File: config.mk
export PLATFORM = sky130hd
export DESIGN_NAME = uart_reg_bank
export DESIGN_NICKNAME = d
export VERILOG_FILES = /design/src/rtl/uart_reg_bank_pkg.sv /design/src/rtl/uart_rx.sv /design/src/rtl/uart_reg_bank.sv
export SDC_FILE = /design/constraint.sdc
export NUM_CORES = 1
export LEC_CHECK = 0
export ABC_AREA = 0
export BUFFER_PORTS_ARGS = -buffer_cell sky130_fd_sc_hd__buf_2
export CAP_MARGIN = 20
export CORE_UTILIZATION = 45
export CTS_BUF_LIST = sky130_fd_sc_hd__clkbuf_2
export CTS_CLUSTER_DIAMETER = 120
export CTS_CLUSTER_SIZE = 14
export DETAILED_ROUTE_END_ITERATION = 8
export HOLD_SLACK_MARGIN = 0.03
export PLACE_DENSITY = 0.72
export SETUP_SLACK_MARGIN = 0.3
export SYNTH_ARGS = -nofsm -noshare
export SYNTH_HDL_FRONTEND = slang
export SYNTH_HIERARCHICAL = 1
export SYNTH_SLANG_ARGS = --single-unit
File: constraint.sdc
create_clock -name clk -period 2.4 [get_ports clk]
set_input_delay 0 -clock clk [delete_from_list [all_inputs] [get_ports clk]]
set_output_delay 0 -clock clk [all_outputs]
set_load 0.03 [all_outputs]
File: src/rtl/uart_reg_bank_pkg.sv
// Shared types and sizing helpers for the UART-addressed register bank.
package uart_reg_bank_pkg;

  // Packet-assembly FSM states, encoded exactly as exported on the state port.
  typedef enum logic [1:0] {
    S_IDLE    = 2'd0,
    S_DATA    = 2'd1,
    S_DISCARD = 2'd2
  } state_e;

  // Number of data bytes in one register word.
  function automatic int bytes_of(input int wordsz);
    return wordsz / 8;
  endfunction

  // Width of a register index; never narrower than one bit.
  function automatic int idxw_of(input int nregs);
    return (nregs > 2) ? $clog2(nregs) : 1;
  endfunction

  // Width of the per-packet byte counter; never narrower than one bit.
  function automatic int cntw_of(input int nbytes);
    return (nbytes > 2) ? $clog2(nbytes) : 1;
  endfunction

endpackage

File: src/rtl/uart_rx.sv
// 8N1-style UART receiver: mid-bit sampling, one-cycle valid and break pulses.
module uart_rx #(
  parameter int BIT_RATE     = 9_600,
  parameter int CLK_HZ       = 100_000_000,
  parameter int PAYLOAD_BITS = 8
) (
  input  logic                    clk,
  input  logic                    resetn,
  input  logic                    rxd_i,
  output logic                    rx_valid_o,
  output logic                    rx_break_o,
  output logic [PAYLOAD_BITS-1:0] rx_data_o
);

  localparam int CPB  = CLK_HZ / BIT_RATE;
  localparam int HALF = CPB / 2;
  localparam int TW   = $clog2(CPB + 1);
  localparam int BW   = (PAYLOAD_BITS > 2) ? $clog2(PAYLOAD_BITS) : 1;

  // WAIT holds after a break or framing error until the line returns high.
  typedef enum logic [2:0] {R_IDLE, R_START, R_DATA, R_STOP, R_WAIT} rx_state_e;

  rx_state_e               st_q, st_d;
  logic [TW-1:0]           tick_q, tick_d;
  logic [BW-1:0]           bit_q, bit_d;
  logic [PAYLOAD_BITS-1:0] sr_q, sr_d;
  logic                    valid_q, valid_d;
  logic                    break_q, break_d;
  logic [1:0]              sync_q;
  logic                    rxd_s;

  assign rxd_s      = sync_q[1];
  assign rx_valid_o = valid_q;
  assign rx_break_o = break_q;
  assign rx_data_o  = sr_q;

  // Two-flop synchroniser for the asynchronous RX pin, idling high.
  always_ff @(posedge clk or negedge resetn) begin
    if (!resetn) sync_q <= 2'b11;
    else         sync_q <= {sync_q[0], rxd_i};
  end

  // Frame sequencer: next state, bit timing and output pulses.
  // NOTE: combinational blocks use blocking '=' with every target defaulted first, so no latch is inferred.
  always_comb begin
    st_d    = st_q;
    tick_d  = tick_q + TW'(1);
    bit_d   = bit_q;
    sr_d    = sr_q;
    valid_d = 1'b0;
    break_d = 1'b0;
    case (st_q)
      R_IDLE: begin
        tick_d = '0;
        if (!rxd_s) st_d = R_START;
      end
      R_START: if (tick_q == TW'(HALF - 1)) begin
        tick_d = '0;
        bit_d  = '0;
        st_d   = rxd_s ? R_IDLE : R_DATA;
      end
      R_DATA: if (tick_q == TW'(CPB - 1)) begin
        tick_d = '0;
        sr_d   = {rxd_s, sr_q[PAYLOAD_BITS-1:1]};
        if (bit_q == BW'(PAYLOAD_BITS - 1)) st_d = R_STOP;
        else                                bit_d = bit_q + BW'(1);
      end
      R_STOP: if (tick_q == TW'(CPB - 1)) begin
        tick_d = '0;
        if (rxd_s) begin
          valid_d = 1'b1;
          st_d    = R_IDLE;
        end else begin
          break_d = (sr_q == '0);
          st_d    = R_WAIT;
        end
      end
      R_WAIT: begin
        tick_d = '0;
        if (rxd_s) st_d = R_IDLE;
      end
      default: st_d = R_IDLE;
    endcase
  end

  // Receiver state registers.
  // NOTE: sequential blocks use non-blocking '<=' so every flop samples pre-edge values.
  always_ff @(posedge clk or negedge resetn) begin
    if (!resetn) begin
      st_q    <= R_IDLE;
      tick_q  <= '0;
      bit_q   <= '0;
      sr_q    <= '0;
      valid_q <= 1'b0;
      break_q <= 1'b0;
    end else begin
      st_q    <= st_d;
      tick_q  <= tick_d;
      bit_q   <= bit_d;
      sr_q    <= sr_d;
      valid_q <= valid_d;
      break_q <= break_d;
    end
  end

endmodule

File: src/rtl/uart_reg_bank.sv
// Register bank written by UART packets: index byte, then WORDSZ/8 data bytes MSB first.
module uart_reg_bank
  import uart_reg_bank_pkg::*;
#(
  parameter int WORDSZ      = 16,
  parameter int NREGS       = 4,
  parameter int CLK_HZ      = 100_000_000,
  parameter int BIT_RATE    = 9_600,
  parameter int TIMEOUT_CYC = 20 * CLK_HZ / BIT_RATE
) (
  input  logic                       clk,
  input  logic                       resetn,
  input  logic                       uart_rxd,
  input  logic                       rx_en,
  output logic [NREGS*WORDSZ-1:0]    regs,
  output logic                       wr_pulse,
  output logic [idxw_of(NREGS)-1:0]  wr_idx,
  output logic                       err_addr,
  output logic                       err_timeout,
  output logic [1:0]                 state
);

  localparam int BYTES = bytes_of(WORDSZ);
  localparam int IDXW  = idxw_of(NREGS);
  localparam int CNTW  = cntw_of(BYTES);
  localparam int GW    = $clog2(TIMEOUT_CYC + 1);
  // Shadow holds the leading bytes; kept at least 8 bits wide so WORDSZ=8 still elaborates.
  localparam int SHW   = (WORDSZ > 8) ? WORDSZ - 8 : 8;

  logic             rx_rstn, rx_valid, rx_break;
  logic [7:0]       rx_data;
  state_e           state_q, state_d;
  logic [CNTW-1:0]  cnt_q, cnt_d;
  logic [GW-1:0]    gap_q, gap_d;
  logic [IDXW-1:0]  idx_q, idx_d, wr_idx_q;
  logic [SHW-1:0]   shadow_q, shadow_d;
  logic [SHW+7:0]   cat;
  logic [WORDSZ-1:0] regs_q [NREGS];
  logic             wr_en, idx_ok, cnt_last;
  logic             wr_pulse_q, wr_pulse_d, err_addr_q, err_addr_d, err_to_q, err_to_d;

  // Receiver is held in reset while reception is disabled.
  assign rx_rstn = resetn & rx_en;

  uart_rx #(
    .BIT_RATE     (BIT_RATE),
    .CLK_HZ       (CLK_HZ),
    .PAYLOAD_BITS (8)
  ) u_rx (
    .clk        (clk),
    .resetn     (rx_rstn),
    .rxd_i      (uart_rxd),
    .rx_valid_o (rx_valid),
    .rx_break_o (rx_break),
    .rx_data_o  (rx_data)
  );

  assign cat         = {shadow_q, rx_data};
  assign idx_ok      = int'(rx_data) < NREGS;
  assign cnt_last    = (cnt_q == CNTW'(BYTES - 1));
  assign wr_pulse    = wr_pulse_q;
  assign wr_idx      = wr_idx_q;
  assign err_addr    = err_addr_q;
  assign err_timeout = err_to_q;
  assign state       = state_q;

  // Packet FSM: priority rx_en low > break > valid byte > timeout.
  always_comb begin
    state_d    = state_q;
    cnt_d      = cnt_q;
    gap_d      = (state_q == S_IDLE) ? '0 : gap_q + GW'(1);
    idx_d      = idx_q;
    shadow_d   = shadow_q;
    wr_en      = 1'b0;
    wr_pulse_d = 1'b0;
    err_addr_d = 1'b0;
    err_to_d   = 1'b0;
    if (!rx_en || rx_break) begin
      state_d = S_IDLE;
      cnt_d   = '0;
      gap_d   = '0;
    end else if (rx_valid) begin
      gap_d = '0;
      case (state_q)
        S_IDLE: begin
          cnt_d = '0;
          if (idx_ok) begin
            idx_d   = rx_data[IDXW-1:0];
            state_d = S_DATA;
          end else begin
            err_addr_d = 1'b1;
            state_d    = S_DISCARD;
          end
        end
        S_DATA: begin
          if (cnt_last) begin
            wr_en      = 1'b1;
            wr_pulse_d = 1'b1;
            cnt_d      = '0;
            state_d    = S_IDLE;
          end else begin
            shadow_d = cat[SHW-1:0];
            cnt_d    = cnt_q + CNTW'(1);
          end
        end
        S_DISCARD: begin
          if (cnt_last) begin
            cnt_d   = '0;
            state_d = S_IDLE;
          end else begin
            cnt_d = cnt_q + CNTW'(1);
          end
        end
        default: state_d = S_IDLE;
      endcase
    end else if (state_q != S_IDLE && gap_q == GW'(TIMEOUT_CYC)) begin
      err_to_d = 1'b1;
      state_d  = S_IDLE;
      cnt_d    = '0;
      gap_d    = '0;
      shadow_d = '0;
    end
  end

  // FSM state, counters, shadow and one-cycle strobes.
  always_ff @(posedge clk or negedge resetn) begin
    if (!resetn) begin
      state_q    <= S_IDLE;
      cnt_q      <= '0;
      gap_q      <= '0;
      idx_q      <= '0;
      shadow_q   <= '0;
      wr_pulse_q <= 1'b0;
      err_addr_q <= 1'b0;
      err_to_q   <= 1'b0;
    end else begin
      state_q    <= state_d;
      cnt_q      <= cnt_d;
      gap_q      <= gap_d;
      idx_q      <= idx_d;
      shadow_q   <= shadow_d;
      wr_pulse_q <= wr_pulse_d;
      err_addr_q <= err_addr_d;
      err_to_q   <= err_to_d;
    end
  end

  // Register array and last-written index; new data lands with wr_pulse.
  // NOTE: the array is reset entry by entry because its contents are live outputs, so it must be flops, not RAM.
  always_ff @(posedge clk or negedge resetn) begin
    if (!resetn) begin
      for (int i = 0; i < NREGS; i++) regs_q[i] <= '0;
      wr_idx_q <= '0;
    end else if (wr_en) begin
      regs_q[idx_q] <= cat[WORDSZ-1:0];
      wr_idx_q      <= idx_q;
    end
  end

  // Flatten the array onto the output bus, register i at [i*WORDSZ +: WORDSZ].
  always_comb begin
    regs = '0;
    for (int i = 0; i < NREGS; i++) regs[i*WORDSZ +: WORDSZ] = regs_q[i];
  end

endmodule

Word-level counts from Yosys, hierarchy flattened
Cells that the tools add are included.

Flip-flop bits (word level): 132. Bits in latches: 0. Memory bits (writable): 0. Bits in read-only memories: 0. Input port bits: 4. Output and inout port bits: 71. Memories kept: 0.

Add/sub/neg operators: 4. Multiply operators: 0. Div/mod/pow operators: 0. Magnitude comparators: 3. Equal/unequal tests: 21. Shift operators: 0. Mux-type cells: 55. Bitwise logic cells: 3. Reduce and logical (&&, ||, !) cells: 21.

Operator list (number): $mux 18 (4); $bwmux 64 (1); $pmux 14 s3 (1); $demux 16 s2 (1); $mux 8 (4); $mux 3 (10); $mux 14 (2); $mux 1 (21); $add 18x1->18 const B (1); $eq 18x18->1 const B (1); $mux 16 (1); $pmux 3 s5 (1); $add 14x1->14 const B (1); $eq 14x13->1 const B (1); $eq 14x14->1 const B (1); $mux 2 (6); $reduce_and 4->1 (3); $ne 2x1->1 const B (5); $logic_not 8->1 (1); $lt 8x3->1 const B (1); $ne 2x2->1 const B (4); $ne 4x4->1 const B (2); $eq 3x2->1 const B (2); $eq 3x3->1 const B (2); 23 further kinds (30).

Longest topological paths before layout
Gate-level depths: netlist of the first run.

Depth in word-level cells: 6. Depth in mapped cells: 7.

Modules after synthesis
The synthesis of the first run kept the hierarchy.

Modules (own cells, without submodules): uart_reg_bank (instances 1, cells each 315, area each 4222.8 um2, sequential area each 2502.4 um2); uart_rx (instances 1, cells each 148, area each 1614.0 um2, sequential area each 803.3 um2).

Worst setup path before layout of the first run
Ideal clock, no wire load.

Kind: reg-to-reg. Start point: register u_rx.tick_q[4]. End point: register u_rx.sr_q[7], in the netlist u_rx/rx_data_o[7]. Arrival time: 2087 ps. Data required time: 2275 ps. Setup slack: 188 ps. Cell stages (with the launch flop): 6. Period minus slack after synthesis: 2212 ps. Cells stage by stage: dfrtp_1 or4b_4 or4_4 buf_6 nor2_8 mux2_4.

Longest elaborated chain between the ends: 2.

RTL lines: from (decl) (RTL line uart_rx.sv:24) `logic [TW-1:0] tick_q, tick_d;`; from (signal assigned) (RTL line uart_rx.sv:98) `tick_q <= tick_d;`; $eq 14x14->1 (RTL line uart_rx.sv:62) `R_DATA: if (tick_q == TW'(CPB - 1)) begin`; $reduce_and 2->1 (no line); to (signal assigned) (RTL line uart_rx.sv:100) `sr_q <= sr_d;`; to (decl) (RTL line uart_rx.sv:26) `logic [PAYLOAD_BITS-1:0] sr_q, sr_d;`.

No other way between the ends. A chain may end at the register's enable or synchronous reset.

Worst setup path in the final report of the first run
Start point: register u_rx.tick_q[6]. End point: register u_rx.sr_q[5], in the netlist u_rx/rx_data_o[5].

The elaborated chain is that of the path after synthesis.

==> summary.md, run 1 <==
| Metric | Value |
|---|---|
| Status | finished clean |
| DIE WIDTH | 116 µm |
| DIE HEIGHT | 116 µm |
| Period minus WS final | 2.19 ns |
| Finished Cell Area | 6820 µm² |
| Combinational share of power | 1.8% |
| CTS tree | built |
| Non-Filler Instances | 741 |
| Wirelength per Cell | 16.0 µm |
| Post-Synth XOR/XNOR Area | 3.90% |
| Leakage | 3.48 nW |
| CTS Buffer Depth | 2 |
| Fraction of power consumed by the clock network | 38.7% |
| Clk slew on worst S/H paths | 0.21 ns |
| Port Buffers | 74 |
| Relative slew margins | 52.7% |
| Worst-Margin Slew | 0.707 ns |
| Grt ovf | 0 |
| Pwr dens | 550 nW/µm² |
| Count leader, synth | dfrtp_1 |
| Placed cells | 696 |
| Pint | 2.84 mW |
| Vias post-DR | 3899 |
| Row cnt | 41 |
| Simple-gate share of the synthesized area | 14.3% |
| Post-synth EDFFs | 0 |
| Setup TNS | 0 ns |
| CP top delay family | simple AND/OR/NAND/NOR gates |
| Vias per cell | 5.26 |
| Final hold slack | 0.377 ns |
| Post-synthesis compound-gate area fraction | 4.97% |
| Total Wirelength | 11800 µm |
| Sw power | 915 µW |
| Post-Synth Adder-Cell Area | 1.71% |
| Post-layout utilization of the core | 54.1% |
| Library cells used by synthesis | 53 |
| Final WS setup | 0.211 ns |
| Number of global-route vias before repair | 4033 |
| Drt pass-1 iters | 4 |
| Element type at the critical path end | register |
| Commonest cells post-synth | 130 x dfrtp_1, 58 x mux2_2, 40 x nor2_1, 28 x nand2_1, 18 x mux2_4 |
| Synth top area cells | dfrtp_1 56%, mux2_2 11%, mux2_4 4.6% |
| NumNets Final | 569 |
| Die footprint | 13400 µm² |
| Share of the yosys chip area belonging to registers | 56.6% |
| Pre-CTS WS | 0.139 ns |
| Arrival time at the worst endpoint | 2.76 ns |
| Post-Syn Nets | 475 |
| Initial core utilization | 46.3% |
| Post-synth top flop | dfrtp_1 |
| Sequential share of power | 59.5% |
| Worst skew pair latency | 0.69 ns |
| Largest family of logic cells by synthesized area | multiplexers |
| Layout cell share with drive strength beyond 1 | 38.0% |
| GPL Wtd Cong | 0.822 |
| # IOs | 75 |
| CTS Buf Count | 17 |
| Diode count | 0 |
| Async set-reset flop share out of synthesis | 100% |
| TritonCTS sink count | 132 |
| Post-synthesis cell area | 5840 µm² |
| Max frequency | 457 MHz |
| Tightest Hold Check Type | primary input to register |
| Top cell type's share of synthesized area | 55.7% |
| Multiplexer share of the synthesized area | 15.8% |
| Final number of setup-violating endpoints | 0 |
| Sum of buffers and inverters on the critical path | 0 |
| Global-route usage over all layers | 19.0% |
| First-pass GRT wire length | 19600 µm |
| Period utilization | 91.2% |
| Htree depth | 4 |
| Post-synthesis register bit count | 132 |
| Critical-path maximum fanout | 8 |
| Critical path, cell by cell | or4b_4 > or4_4 > nor2_8 > mux2_4 |
| Critical Path Slowest Stage Cell | or4b_4 |
| Max-slew violation total from the final report | 0 |
| Initial drt markers | 180 |
| Initial antenna violation count | 0 |
| Crit path required time | 2.97 ns |
| Pwr Total | 3.75 mW |
| Number of synthesis warnings | 6 |
| Final Skew | 0.0359 ns |
| Critical path class | register to register |
| Worst vdd ir | 0.218 mV |
| Post-synth top area cell | dfrtp_1 |
| RSZ-0062 raised after global routing | true |
| Mapped Cells | 463 |
| Max cap viols | 0 |
| Largest net degree at the start of global routing | 85 |
| Syn Area/Cell | 12.6 µm² |
| Hold Fails Final Rpt | 0 |
| CTS root buf | clkbuf_2 |
| Crit start category | register |
| Syn-to-layout area delta | 16.9% |
| Post-DRT Antenna Nets | 0 |
| Critical Path Max Stage Delay | 0.56 ns |
| Sw frac | 24.4% |
| DP Area | 6370 µm² |
| DRC viols | 0 |
| CORE AREA | 12600 µm² |
| Hpwl dp | 8090 µm |
[power groups by stage]
stage	combinational [mW]	clock (mW)	sequential, mW
2_1_floorplan	0.0136	0	2.27
3_3_place_gp	0.0592	0	2.27
3_5_place_dp	0.0603	0	2.27
4_1_cts	0.0699	1.49	2.23
5_1_grt	0.0785	1.59	2.23
6_report	0.0671	1.45	2.23
[layer usage]
layer,track usage [%],routed length (µm),vias up
met4,6.50,132,0
li1,-,-,1842
met1,24.1,5410,1954
met5,0,0,-
met3,5.39,556,16
met2,31.2,5730,87
[kinds of logic after synthesis]
| logic type | count (synthesis) |
|---|---|
| multiplexers | 76 |
| AND/OR/NAND/NOR | 148 |
| XOR/XNOR | 26 |
| AO/OA/AOI/OAI | 42 |
| adder cells (fa/ha/maj) | 8 |
| flip-flops | 132 |
| buffers and inverters | 31 |
[cells in the final DEF, fill, tap and decap left out, drive strengths merged, types with 3 or more instances in the layout]
| cell | synthesis | routed |
|---|---|---|
| clkbuf | 9 | 17 |
| inv | 12 | 15 |
| nor3 | 4 | 4 |
| xnor2 | 12 | 12 |
| and2 | 6 | 6 |
| nand4 | 13 | 13 |
| clkinv | 0 | 5 |
| a21oi | 5 | 5 |
| nand3b | 3 | 3 |
| ha | 8 | 8 |
| dlygate4sd3 | 0 | 7 |
| nor4 | 9 | 9 |
| nand2 | 28 | 28 |
| and3 | 3 | 3 |
| xor2 | 14 | 14 |
| or4 | 4 | 4 |
| nor2b | 3 | 3 |
| and4 | 5 | 5 |
| dfrtp | 130 | 130 |
| or3 | 3 | 3 |
| bufinv | 0 | 3 |
| nor2 | 41 | 41 |
| nand3 | 15 | 15 |
| a22oi | 9 | 9 |
| mux2 | 76 | 76 |
| o21ai | 17 | 17 |
| nand4b | 3 | 3 |
| buf | 10 | 87 |
| clkinvlp | 0 | 3 |
[worst min-delay path, cell delays in order]
cell and delay, ns:
dlygate4sd3_1 0.52, buf_2 0.14, nor2b_1 0.21, nand2_1 0.09, o2bb2ai_1 0.06
[registers in the layout (all words and copies together) (netlist names)]
register and cells:
u_rx/st_q 3, state 2, u_rx/bit_q 3, u_rx/rx_break_o 1, shadow_q 8, regs 64, u_rx/tick_q 14, idx_q 2
u_rx/rx_data_o 8, gap_q 18, u_rx/rx_valid_o 1, cnt_last 1, err_addr 1, wr_idx 2, err_timeout 1, wr_pulse 1
u_rx/sync_q 2
[worst paths after layout]
path                                start                end  slack (ns)  cells past startpoint
setup reg to reg           u_rx/tick_q[6]  u_rx/rx_data_o[5]        0.21                      4
setup / recovery           u_rx/tick_q[6]  u_rx/rx_data_o[5]        0.21                      4
hold / removal                      rx_en           state[1]        0.38                      5
hold reg to reg            u_rx/sync_q[0]     u_rx/sync_q[1]        0.40                      0
max in group asynchronous          resetn            regs[2]        0.90                      4
min in group asynchronous          resetn           regs[21]        0.45                      4
[cell type report]
| class | instances | area (µm²) |
|---|---|---|
| flip-flops and latches | 132 | 3310 |
| fillers | 1097 | 5800 |
| clock inverters | 14 | 180 |
| multi-input cells | 300 | 2420 |
| inverters | 12 | 45.0 |
| well taps | 172 | 215 |
| repair buffers | 94 | 566 |
| clock buffers | 17 | 85.1 |
[repair_timing]
action,CTS,global route
gates cloned,0,0
resized for setup,5,6
pin swaps,3,3
setup buffers,6,1
hold buffers,7,0
setup endpoints to repair,13,77
endpoints found under the hold margin,161,0
(Power assumes the default switching activity.)
==> inputs of run 2 (changes only) <==
--- a/config.mk
+++ b/config.mk
@@ -5,7 +5,7 @@
 export SDC_FILE = /design/constraint.sdc
 export NUM_CORES = 1
 export LEC_CHECK = 0
-export ABC_AREA = 0
+export ABC_AREA = 1
 export BUFFER_PORTS_ARGS = -buffer_cell sky130_fd_sc_hd__buf_2
 export CAP_MARGIN = 20
 export CORE_UTILIZATION = 45
==> run 2 against run 1 <==
Against the previous run: final area is 0.94% higher; die area is 3.3% higher; first-iteration DRC count rose by 98%; clock-buffer cell count is 3 higher; utilization down 0.37 points; combinational power up 1%.
==> summary.md, run 2 <==
| Metric | Value |
|---|---|
| Status | finished clean |
| Final number of setup-violating endpoints | 0 (unchanged) |
| First-pass GRT wire length | 21900 µm (+12%) |
| Arrival time at the worst endpoint | 2.44 ns (-0.32 ns) |
| Initial drt markers | 357 (+98%) |
| Initial core utilization | 47.1% (+0.80 points) |
| GPL Wtd Cong | 0.883 (+7.4%) |
| # IOs | 75 (unchanged) |
| Post-DRT Antenna Nets | 0 (unchanged) |
| Wirelength per Cell | 13.0 µm (-18%) |
| Crit start category | register |
| Max frequency | 535 MHz (+17%) |
| Max-slew violation total from the final report | 0 (unchanged) |
| Share of the yosys chip area belonging to registers | 54.8% (-1.9 points) |
| RSZ-0062 raised after global routing | false |
| Tightest Hold Check Type | primary input to register |
| Port Buffers | 74 (unchanged) |
| Worst vdd ir | 0.414 mV (+90%) |
| Number of synthesis warnings | 6 (unchanged) |
| Commonest cells post-synth | 211 x nand2_1, 130 x dfrtp_1, 83 x nor2_1, 74 x inv_1, 64 x o21ai_0 |
| Critical Path Max Stage Delay | 0.42 ns (-0.14 ns) |
| Top cell type's share of synthesized area | 53.9% (-1.8 points) |
| Pre-CTS WS | 0.392 ns (+0.253 ns) |
| CP most frequent cell | inv_1 |
| Total Wirelength | 12900 µm (+8.9%) |
| CTS Buf Count | 17 (unchanged) |
| Vias per cell | 4.95 (-5.9%) |
| Largest net degree at the start of global routing | 81 (-4.7%) |
| Period minus WS final | 1.87 ns (-0.321 ns) |
| Syn Area/Cell | 8.43 µm² (-33%) |
| CTS Buffer Depth | 2 (unchanged) |
| NumNets Final | 816 (+43%) |
| Count leader, synth | nand2_1 |
| Finished Cell Area | 6890 µm² (+0.94%) |
| DRC viols | 0 (unchanged) |
| Final hold slack | 0.293 ns (-0.0837 ns) |
| Critical path, cell by cell | inv_1 > ha_1 > inv_1 > nor3_4 > inv_2 > nor2_2 > nand2_4 > nand2_1 > o21ai_2 |
| Gr busiest metal | met2 |
| Met1 Use GR | 28.9% (+4.8 points) |
| Critical path class | register to register |
| DIE HEIGHT | 118 µm (+1.6%) |
| Initial antenna violation count | 0 (unchanged) |
| Post-synth top flop | dfrtp_1 |
| Worst setup path start | state[1] |
| Diode count | 0 (unchanged) |
| Most frequent cells in the layout | 211 x nand2_1, 130 x dfrtp_1, 83 x nor2_1, 74 x inv_1, 73 x buf_2 |
| Mapped Cells | 716 (+55%) |
| Post-synthesis register bit count | 132 (unchanged) |
| Post-synthesis cell area | 6030 µm² (+3.4%) |
| CORE AREA | 12800 µm² (+1.6%) |
| Hpwl dp | 9220 µm (+14%) |
| Hold Fails Final Rpt | 0 (unchanged) |
| Grt ovf | 0 (unchanged) |
| Reg2Reg Depth | 9 (+5) |
| DP Area | 6570 µm² (+3.0%) |
| Worst hold start | rx_en |
| Synth top area cells | dfrtp_1 54%, nand2_1 13%, o21ai_0 5.3% |
| Grt met2 use | 29.4% (-1.8 points) |
| Placed cells | 950 (+36%) |
| Critical Path Slowest Stage Cell | dfrtp_1 |
| Htree depth | 4 (unchanged) |
| Leakage | 3.53 nW (+1.5%) |
| Worst skew pair latency | 0.67 ns (-0.02 ns) |
| Element type at the critical path end | register |
| Die footprint | 13900 µm² (+3.3%) |
| Setup Buffers After CTS | 0 (-6) |
| Reg2reg start | state[1] |
| Worst-Margin Slew | 0.904 ns (+0.197 ns) |
| Syn-to-layout area delta | 14.1% |
| Non-Filler Instances | 989 (+33%) |
| Clk slew on worst S/H paths | 0.18 ns (-0.03 ns) |
| Async set-reset flop share out of synthesis | 100% (unchanged) |
| Final WS setup | 0.532 ns (+0.321 ns) |
| Crit path required time | 2.97 ns (about the same) |
| CTS root buf | clkbuf_2 |
| DIE WIDTH | 118 µm (+1.6%) |
| Relative slew margins | 39.5% (-13 points) |
| Vias post-DR | 4896 (+26%) |
| Layout cell share with drive strength beyond 1 | 16.8% (-21 points) |
| TritonCTS sink count | 132 (unchanged) |
| Post-synth top area cell | dfrtp_1 |
| Pwr dens | 531 nW/µm² (-3.4%) |
| Number of global-route vias before repair | 4463 (+11%) |
| Global-route usage over all layers | 19.8% (+0.85 points) |
| CTS tree | built |
| Library cells used by synthesis | 36 (-32%) |
| # fillers | 1226 (+12%) |
| Period utilization | 77.8% (-13 points) |
| Post-Syn Nets | 728 (+53%) |
| Final Skew | 0.0321 ns (-0.00376 ns) |
| Max cap viols | 0 (unchanged) |
| Max reg flops | 64 (unchanged) |
| Row cnt | 41 (unchanged) |
| Hold Crit Depth | 4 (-1) |
| Post-synth EDFFs | 0 (unchanged) |
| Grt met3 use | 5.23% (-0.15 points) |
| Drt pass-1 iters | 4 (unchanged) |
| Critical-path maximum fanout | 32 (+24) |
| Most common cell after layout, fill and taps aside | nand2_1 |
| Setup TNS | 0 ns (unchanged) |
==> run 2: repair_timing <==
item | CTS | global route
hold buffers | 7 | 0
setup endpoints to repair | 0 | 31
endpoints found under the hold margin | 153 | 0
resized for setup | 0 | 2
==> run 2: per-layer routing <==
layer / up-vias / wire length (µm) / share of wire [%]
met2: 126 / 5670 / 44
li1: 2474 / - / -
met3: 7 / 659 / 5.1
met4: 0 / 71 / 0.55
met5: - / 0 / 0
met1: 2289 / 6480 / 50
==> run 2: stage by stage <==
step	power, mW	utilization, %
after floorplan	2.29	-
after detailed placement	2.33	51.2
after CTS	3.69	53.6
after global placement	2.33	51.2
final	3.66	53.7
after global routing	3.80	53.7
==> run 2: critical path: cells and delay by family, from the launching register on <==
| family | cells | cell delay, ns |
|---|---|---|
| adders and majority gates | 1 | 0.16 |
| DFF | 1 | 0.42 |
| AOI/OAI and AO/OA | 1 | 0.06 |
| buffers and inverters | 3 | 0.23 |
| and+or+nand+nor | 4 | 0.91 |
==> run 2: final cells by class <==
class	count	area, µm²	share of cell area [%]
repair buffers	85	485	7.05
inverters	75	282	4.09
flip-flops and latches	132	3310	48.0
multi-input cells	493	2360	34.3
clock inverters	12	138	2.00
well taps	172	215	3.13
clock buffers	20	100	1.45
==> run 2: path summary, 6_finish.rpt <==
path	end	slack, ns
min reg2reg	u_rx/sync_q[1]	0.37
min in group asynchronous	regs[39]	0.47
min	wr_pulse	0.29
max in group asynchronous	state[0]	0.70
max reg2reg	regs[37]	0.53
max	regs[37]	0.53
==> run 2: report_power, final <==
part / internal, mW / total [mW] / leakage [nW] / switching, mW
clock: 0.577 / 1.36 / 0.150 / 0.780
combinational: 0.0165 / 0.0681 / 1.56 / 0.0516
sequential: 2.23 / 2.23 / 1.82 / 0.00131
total: 2.82 / 3.66 / 3.53 / 0.833
==> run 2: kinds of logic after synthesis <==
group	count (synthesis)	synth area share [%]
buffers and inverters	91	6.32
DFF	132	54.8
adders and majority gates	8	1.66
AOI/OAI and AO/OA	94	8.58
and+or+nand+nor	381	27.2
xor gates and xnor gates	10	1.45
